--- src/rtl/merge2_stage.sv ---
// merge2_stage: two-way merge of sorted runs for the merge-sort datapath.
// Pulls one sorted run of RUN words from each of two upstream FIFOs and writes
// a single sorted run of 2*RUN words into the downstream FIFO.
//
// Handshake: a FIFO word moves when its rd_en is high at a rising clk edge.
// rd_en is combinational and is never raised while that FIFO reports empty,
// while out_stall is high, or while reset is high. Each pop produces exactly
// one registered write (out_wr/out_data) on the next cycle. Downstream raises
// out_stall while it still has one free entry, because that registered write
// is already in flight.
module merge2_stage #(
    parameter int DATA_WIDTH = 32,
    parameter int LOG2_RUN   = 8
) (
    input  logic                  clk,
    input  logic                  reset,
    input  logic                  start,
    input  logic [DATA_WIDTH-1:0] a_dcmp,
    input  logic                  a_empty,
    output logic                  a_rd_en,
    input  logic [DATA_WIDTH-1:0] b_dcmp,
    input  logic                  b_empty,
    output logic                  b_rd_en,
    input  logic                  out_stall,
    output logic [DATA_WIDTH-1:0] out_data,
    output logic                  out_wr,
    output logic                  busy,
    output logic                  done
);

    localparam int CW = LOG2_RUN + 1;
    localparam logic [CW-1:0] RUN = CW'(1) << LOG2_RUN;

    typedef enum logic [1:0] {
        IDLE    = 2'd0,
        MERGE   = 2'd1,
        DRAIN_A = 2'd2,
        DRAIN_B = 2'd3
    } state_t;

    state_t        state;
    logic [CW-1:0] cnt_a;
    logic [CW-1:0] cnt_b;
    logic [CW-1:0] cnt_a_nxt;
    logic [CW-1:0] cnt_b_nxt;
    logic          a_fin;
    logic          b_fin;
    logic          a_fin_nxt;
    logic          b_fin_nxt;
    logic          take_a;
    logic          pop;

    assign a_fin     = (cnt_a == RUN);
    assign b_fin     = (cnt_b == RUN);
    // Ties go to A so equal keys keep their A-before-B order.
    assign take_a    = (a_dcmp <= b_dcmp);
    assign pop       = a_rd_en | b_rd_en;
    assign cnt_a_nxt = cnt_a + CW'(a_rd_en);
    assign cnt_b_nxt = cnt_b + CW'(b_rd_en);
    assign a_fin_nxt = (cnt_a_nxt == RUN);
    assign b_fin_nxt = (cnt_b_nxt == RUN);

    // Pop selection: at most one side per cycle, never during reset or stall.
    always_comb begin
        a_rd_en = 1'b0;
        b_rd_en = 1'b0;
        if (!reset) begin
            case (state)
                MERGE: begin
                    // Both heads must be present, otherwise ordering is unknown.
                    if (!a_empty && !b_empty && !out_stall) begin
                        if (take_a) a_rd_en = 1'b1;
                        else        b_rd_en = 1'b1;
                    end
                end
                DRAIN_A: a_rd_en = !a_empty && !out_stall && !a_fin;
                DRAIN_B: b_rd_en = !b_empty && !out_stall && !b_fin;
                default: ;
            endcase
        end
    end

    // Merge FSM, pop counters and the registered write port.
    always_ff @(posedge clk) begin
        if (reset) begin
            state    <= IDLE;
            cnt_a    <= '0;
            cnt_b    <= '0;
            out_data <= '0;
            out_wr   <= 1'b0;
            busy     <= 1'b0;
            done     <= 1'b0;
        end else begin
            out_wr <= pop;
            done   <= 1'b0;
            if (pop) out_data <= a_rd_en ? a_dcmp : b_dcmp;
            case (state)
                IDLE: begin
                    if (start) begin
                        state <= MERGE;
                        cnt_a <= '0;
                        cnt_b <= '0;
                        busy  <= 1'b1;
                    end
                end
                default: begin
                    cnt_a <= cnt_a_nxt;
                    cnt_b <= cnt_b_nxt;
                    if (pop && a_fin_nxt && b_fin_nxt) begin
                        // Last word popped; its write carries done next cycle.
                        state <= IDLE;
                        busy  <= 1'b0;
                        done  <= 1'b1;
                    end else if (state == MERGE && a_fin_nxt) begin
                        state <= DRAIN_B;
                    end else if (state == MERGE && b_fin_nxt) begin
                        state <= DRAIN_A;
                    end
                end
            endcase
        end
    end

endmodule

--- config.mk ---
export PLATFORM = sky130hd
export DESIGN_NAME = merge2_stage
export DESIGN_NICKNAME = d
export VERILOG_FILES = /design/src/rtl/merge2_stage.sv
export SDC_FILE = /design/constraint.sdc
export NUM_CORES = 1
export LEC_CHECK = 0
export CORE_ASPECT_RATIO = 0.5
export CORE_UTILIZATION = 40
export DETAILED_ROUTE_END_ITERATION = 6
export PLACE_DENSITY = 0.74
export SYNTH_ARGS = -nofsm -noshare
export SYNTH_HDL_FRONTEND = slang
export SYNTH_SLANG_ARGS = --single-unit
--- constraint.sdc ---
create_clock -name clk -period 10.4 [get_ports clk]
set_clock_uncertainty 0.1 [all_clocks]
set_input_delay 2.08 -clock clk [delete_from_list [all_inputs] [get_ports clk]]
set_output_delay 2.08 -clock clk [all_outputs]
set_load 0.005 [all_outputs]
* After elaboration in Yosys (flattened, before gate mapping)
Index checks and enable logic that the tools add are counted.
** Cells by class
- Magnitude comparators :: 1
- Multiplexer cells :: 21
- Bitwise operators :: 1
- Equal/unequal tests :: 8
- Add/sub/neg operators :: 2
- Reductions and logical operators :: 21
** Operators by type and width (count)
- 9-bit == test (second input constant) :: 4
- 32-bit less-or-equal comparator :: 1
- 32-bit two-way mux :: 1
- 9-bit two-way mux :: 3
- 9-bit by 1-bit adder with 9-bit output :: 2
- 1-bit logical AND :: 10
- 1-bit two-way mux :: 10
- 2-bit two-way mux :: 5
- 1-bit logical NOT :: 5
- 2-bit == test (second input constant) :: 2
- 1-bit one-hot mux with 2 select lines :: 2
- 2-bit AND reduction :: 2
- 4-bit nonzero test :: 1
- 2-bit by 1-bit == test with 1-bit output (second input constant) :: 1
- 2-bit logical NOT :: 1
- 2-bit inequality test (second input constant) :: 1
- 2-bit nonzero test :: 1
- 2-bit OR reduction :: 1
- 1-bit OR :: 1
** Word-level totals
- Register bits after elaboration :: 55
- Bits of input ports :: 70
- Word-level logic and storage cells :: 61

* Depth between registers and ports, before layout
- Depth in word-level cells :: 13
- Mapped depth :: 21
- Gate-level depth less buffers :: 18

* Worst setup path before layout
OpenSTA, ideal clock, no wires.
- Path type :: in2out
- From :: input b_dcmp[14]
- To :: output a_rd_en
- Slack :: 4.248 ns
- Buffers on the path :: 2
- Arrival time :: 3.972 ns
- Required time :: 8.220 ns
- Cell stages on the path :: 11
- Cells stage by stage :: inv_1 -> ha_1 -> a21oi_1 -> nand2_1 -> a221o_1 -> o31ai_4 -> nand3_2 -> and2_1 -> buf_6 -> buf_6 -> inv_2
** Between the ends
- Longest elaborated chain between the ends :: 5
** Ends and longest elaborated chain
- start, declared :: RTL line 21 : input logic [DATA_WIDTH-1:0] b_dcmp,
- 32-bit less-or-equal comparator :: RTL line 56 : assign take_a = (a_dcmp <= b_dcmp);
- 1-bit two-way mux :: RTL line 72 : if (take_a) a_rd_en = 1'b1;
- 1-bit two-way mux :: RTL line 71 : if (!a_empty && !b_empty && !out_stall) begin
- 1-bit one-hot mux with 2 select lines :: RTL line 68 : case (state)
- 1-bit two-way mux :: RTL line 67 : if (!reset) begin
- end, declared :: RTL line 20 : output logic a_rd_en,
No other way between the ends.

* Final worst setup path
- From :: input b_dcmp[31]
- To :: output a_rd_en
Same word-level chain as after synthesis.

==> impl_results.md <==
- WP data arrival: 5.57 ns
- RSZ-0062 raised after global routing: no
- Cell area power density: 122 mW/mm^2
- Fraction of layout cells with a size suffix above 1: 4.53%
- Seq/Total Area, Yosys: 22.5%
- Die width: 158 um
- Max_cap viols: 0
- Slew headroom: 48.0%
- Clk pwr share: 27.5%
- Synth cell types: 55
- Mux contribution to synthesized area: 0%
- 1st-pass router iterations: 5
- Post-DRT Antenna Nets: 0
- Worst Path Max Fanout: 33
- Primary FF master, synth: dfxtp_1
- Number of nets in the layout: 837
- Num CTS Buffers: 5
- Synth Area in Compound Gates: 36.1%
- CTS Root Cell: clkbuf_16
- Worst-path cell chain: clkdlybuf4s50_1 -> inv_1 -> ha_1 -> nand4_1 -> nor4_1 -> and3_1 -> a31o_1 -> nand3_2 -> and2_1 -> inv_2 -> clkdlybuf4s50_1
- Initial core utilization: 41.2%
- I/O pin cnt: 107
- Area Overhead vs Synth: 25.6%
- Diode count: 0
- Post-DP HPWL: 9770 um
- Leakage: 2.40 nW
- Initial antenna violation count: 0
- Pint: 0.519 mW
- CTS hold repair buffers: 0
- Worst Reg2Reg Path Length in Cells: 17
- Hold Crit Class: flip-flop to flip-flop
- Post-synth ARST share: 0%
- Clock Latency Late Sink: 0.30 ns
- CTS resizes: 0
- Worst-path clk slew: 0.08 ns
- Synth Area in Adders: 10.2%
- Synthesized area per cell: 7.35 um^2
- Clock Path Buffers: 2
- FP Rows: 28
- Setup CP Type: input port to output port
- Final Hold Viols: 0
- Status: finished clean
- Post-CTS setup repair buffer count: 0
- # DRC: 0
- Logic pwr share: 36.7%
- Main combinational cell family by area after synthesis: compound AO/OA/AOI/OAI gates
- Sw Ratio: 30.9%
- Total wire length: 15,200 um
- Gr ovfl total: 0
- Simple-Gate Fraction of Synth Area: 22.2%
- Fmax: 129 MHz
- CTS tree: built
- H-Tree Depth: 2
- Gpl congestion: 0.838
- Setup TNS: 0 ns
- Core ar.: 0.0119 mm^2
- Buf/Inv on CP: 4
- Vias in the first global route: 4,806
- CP delay by family, top: simple AND/OR/NAND/NOR gates
- Die Span Y: 80.2 um
- Post-route minimum period: 7.75 ns
- Setup Viol. Count Final: 0
- Final core utilization: 51.8%
- Largest net degree at the start of global routing: 77
- Critical-path top delay cell: nand3_2
- Post-DR wirelength/cell: 17.1 um
- Yosys reg bits: 55
- Buffers added on ports: 106
- Cell mode on critical path: clkdlybuf4s50_1
- Worst endpoint required time: 8.22 ns
- CP endpoint kind: output port
- Total GRT Usage: 23.6%
- Worst stage delay on the critical path: 0.60 ns
- Clock sinks: 55
- Via density: 6.17
- Peak supply drop: 0.0631 mV
- Seq pwr share: 35.8%
- RR Endpoint: state[1]$_SDFFE_PP0P_
- Net Switching: 0.232 mW
- Xor/xnor cell area share of the yosys netlist: 0.358%
- Tcrit/Tclk final: 74.5%
- Die ar.: 0.0127 mm^2
- Post-synth EDFFs: 0
- Drt initial violations: 501
- Max Slew Vio Count: 0
- First-pass GRT wire length: 24,100 um
- Detailed-route via count: 5,507
- R2R Path Start: state[1]$_SDFFE_PP0P_
- Yosys warnings: 0
- Syn_nets: 776
- R2R setup slack: 5.41 ns
- Worst Setup EP: a_rd_en
- Mapped Cells: 666
- Setup crit start kind: input port
- WP depth: 11
- Post-synthesis instance area: 0.00489 mm^2
- Slew at the pin closest to its max-slew limit: 0.778 ns
- Crit. Startpoint: b_dcmp[31]
==> layout make-up <==
class	instances	area [um^2]
clock buffer	6	139
tap	165	206
inverter	37	139
sequential	55	1100
timing repair buffer	117	1140
fill	1144	5730
multi-input combinational	511	3380
clock inverter	2	38.8
==> sequential cells by signal, indices dropped and copies added (netlist names) <==
name and cells:
busy 1, state 2, cnt_b 9, cnt_a 9
out_data 32, done 1, out_wr 1
==> cells by family after synthesis <==
family          Yosys count
flops                    55
compound gates          250
xor+xnor                  2
simple gates            219
buf+inv                 100
fa+ha+maj                40
==> cells in the mapped netlist, drive strengths merged (2+ instances only) <==
library cell  instances  share of area (%)
inv                  37                2.8
a21oi                96                9.8
and4                  5                1.0
and3                 34                4.3
and2                  2               0.26
buf                  15                2.1
nor3                 11                1.1
nand4                10                1.3
a31oi                 9                1.2
or2                   3               0.38
a211o                 2               0.36
a22oi                 3               0.46
ha                   40                 10
nand2                54                4.1
a21boi                2               0.31
a21o                  4               0.61
nor2b                 4               0.51
nor2                 64                4.9
a221o                33                6.8
o21a                  2               0.31
a2111oi               3                1.2
dfxtp                55                 23
a211oi               33                5.2
o211ai                4               0.61
nand2b                2               0.26
a311oi               32                5.7
xnor2                 2               0.36
nor4                  7                1.0
o21ai                19                1.9
clkbuf               48                3.7
or3                   6               0.77
nand3                12                1.3
==> worst min path at each step <==
stage | to | slack, ns | depth (start not counted) | from
2_1_floorplan | cnt_b[8]$_SDFFE_PP0P_ | 0.38 | 2 | cnt_b[8]$_SDFFE_PP0P_
3_3_place_gp | cnt_b[8]$_SDFFE_PP0P_ | 0.40 | 2 | cnt_b[8]$_SDFFE_PP0P_
3_5_place_dp | cnt_b[8]$_SDFFE_PP0P_ | 0.42 | 2 | cnt_b[8]$_SDFFE_PP0P_
4_1_cts | busy$_SDFFE_PP0P_ | 0.43 | 2 | busy$_SDFFE_PP0P_
5_1_grt | busy$_SDFFE_PP0P_ | 0.45 | 2 | busy$_SDFFE_PP0P_
6_report | busy$_SDFFE_PP0P_ | 0.42 | 2 | busy$_SDFFE_PP0P_
==> worst reg2reg max path, cell delays in order, from the launching register on <==
cell and delay [ns]:
dfxtp_1 0.35, inv_1 0.11, ha_1 0.25, nand3b_1 0.10, buf_4 0.26, nor3b_1 0.29
nand3_2 0.64, and2_1 0.47, inv_2 0.08, ha_1 0.25, ha_1 0.26, nand3_1 0.25
nor3_1 0.24, o211ai_1 0.15, a2111oi_4 0.50, o2111ai_1 0.17, a21oi_1 0.28, a2111oi_2 0.09
==> routing by layer <==
| metal | routed length, um | GRT usage (%) |
|---|---|---|
| met2 | 7210 | 39.3 |
| met3 | 949 | 3.45 |
| met4 | 159 | 6.25 |
| met1 | 6910 | 31.8 |
| met5 | 0 | 0 |
==> layout by cell type, fill, tap and decap left out, drive strengths merged, types with 12 or more instances in the layout <==
cell type      netlist  layout
inv                 37      38
o21ai               19      19
nand2               54      54
ha                  40      40
dfxtp               55      55
buf                 15      12
clkdlybuf4s50        0     105
nor2                64      64
a311oi              32      32
a211oi              33      33
a221o               33      33
and3                34      34
nand3               12      12
a21oi               96      96
==> power groups by stage <==
stage / logic, mW / clock network, mW / registers (mW)
final: 0.275 / 0.207 / 0.269
after global routing: 0.300 / 0.218 / 0.272
after CTS: 0.273 / 0.208 / 0.268
after detailed placement: 0.271 / 0 / 0.272
after global placement: 0.266 / 0 / 0.272
after floorplan: 0.156 / 0 / 0.268
==> through the flow <==
step                cell area, um^2  hold slack, ns  instances  power [mW]  setup slack, ns
detailed placement             5970           0.417        885       0.544             2.70
global placement               5970           0.399        885       0.538             2.75
CTS                            6150           0.428        893       0.749             2.69
floorplan                      4890           0.380        666       0.424             4.25
finish                         6150           0.425        893       0.751             2.65
global route                   6150           0.445        893       0.790             2.42
Power figures use the tool's default switching activity.
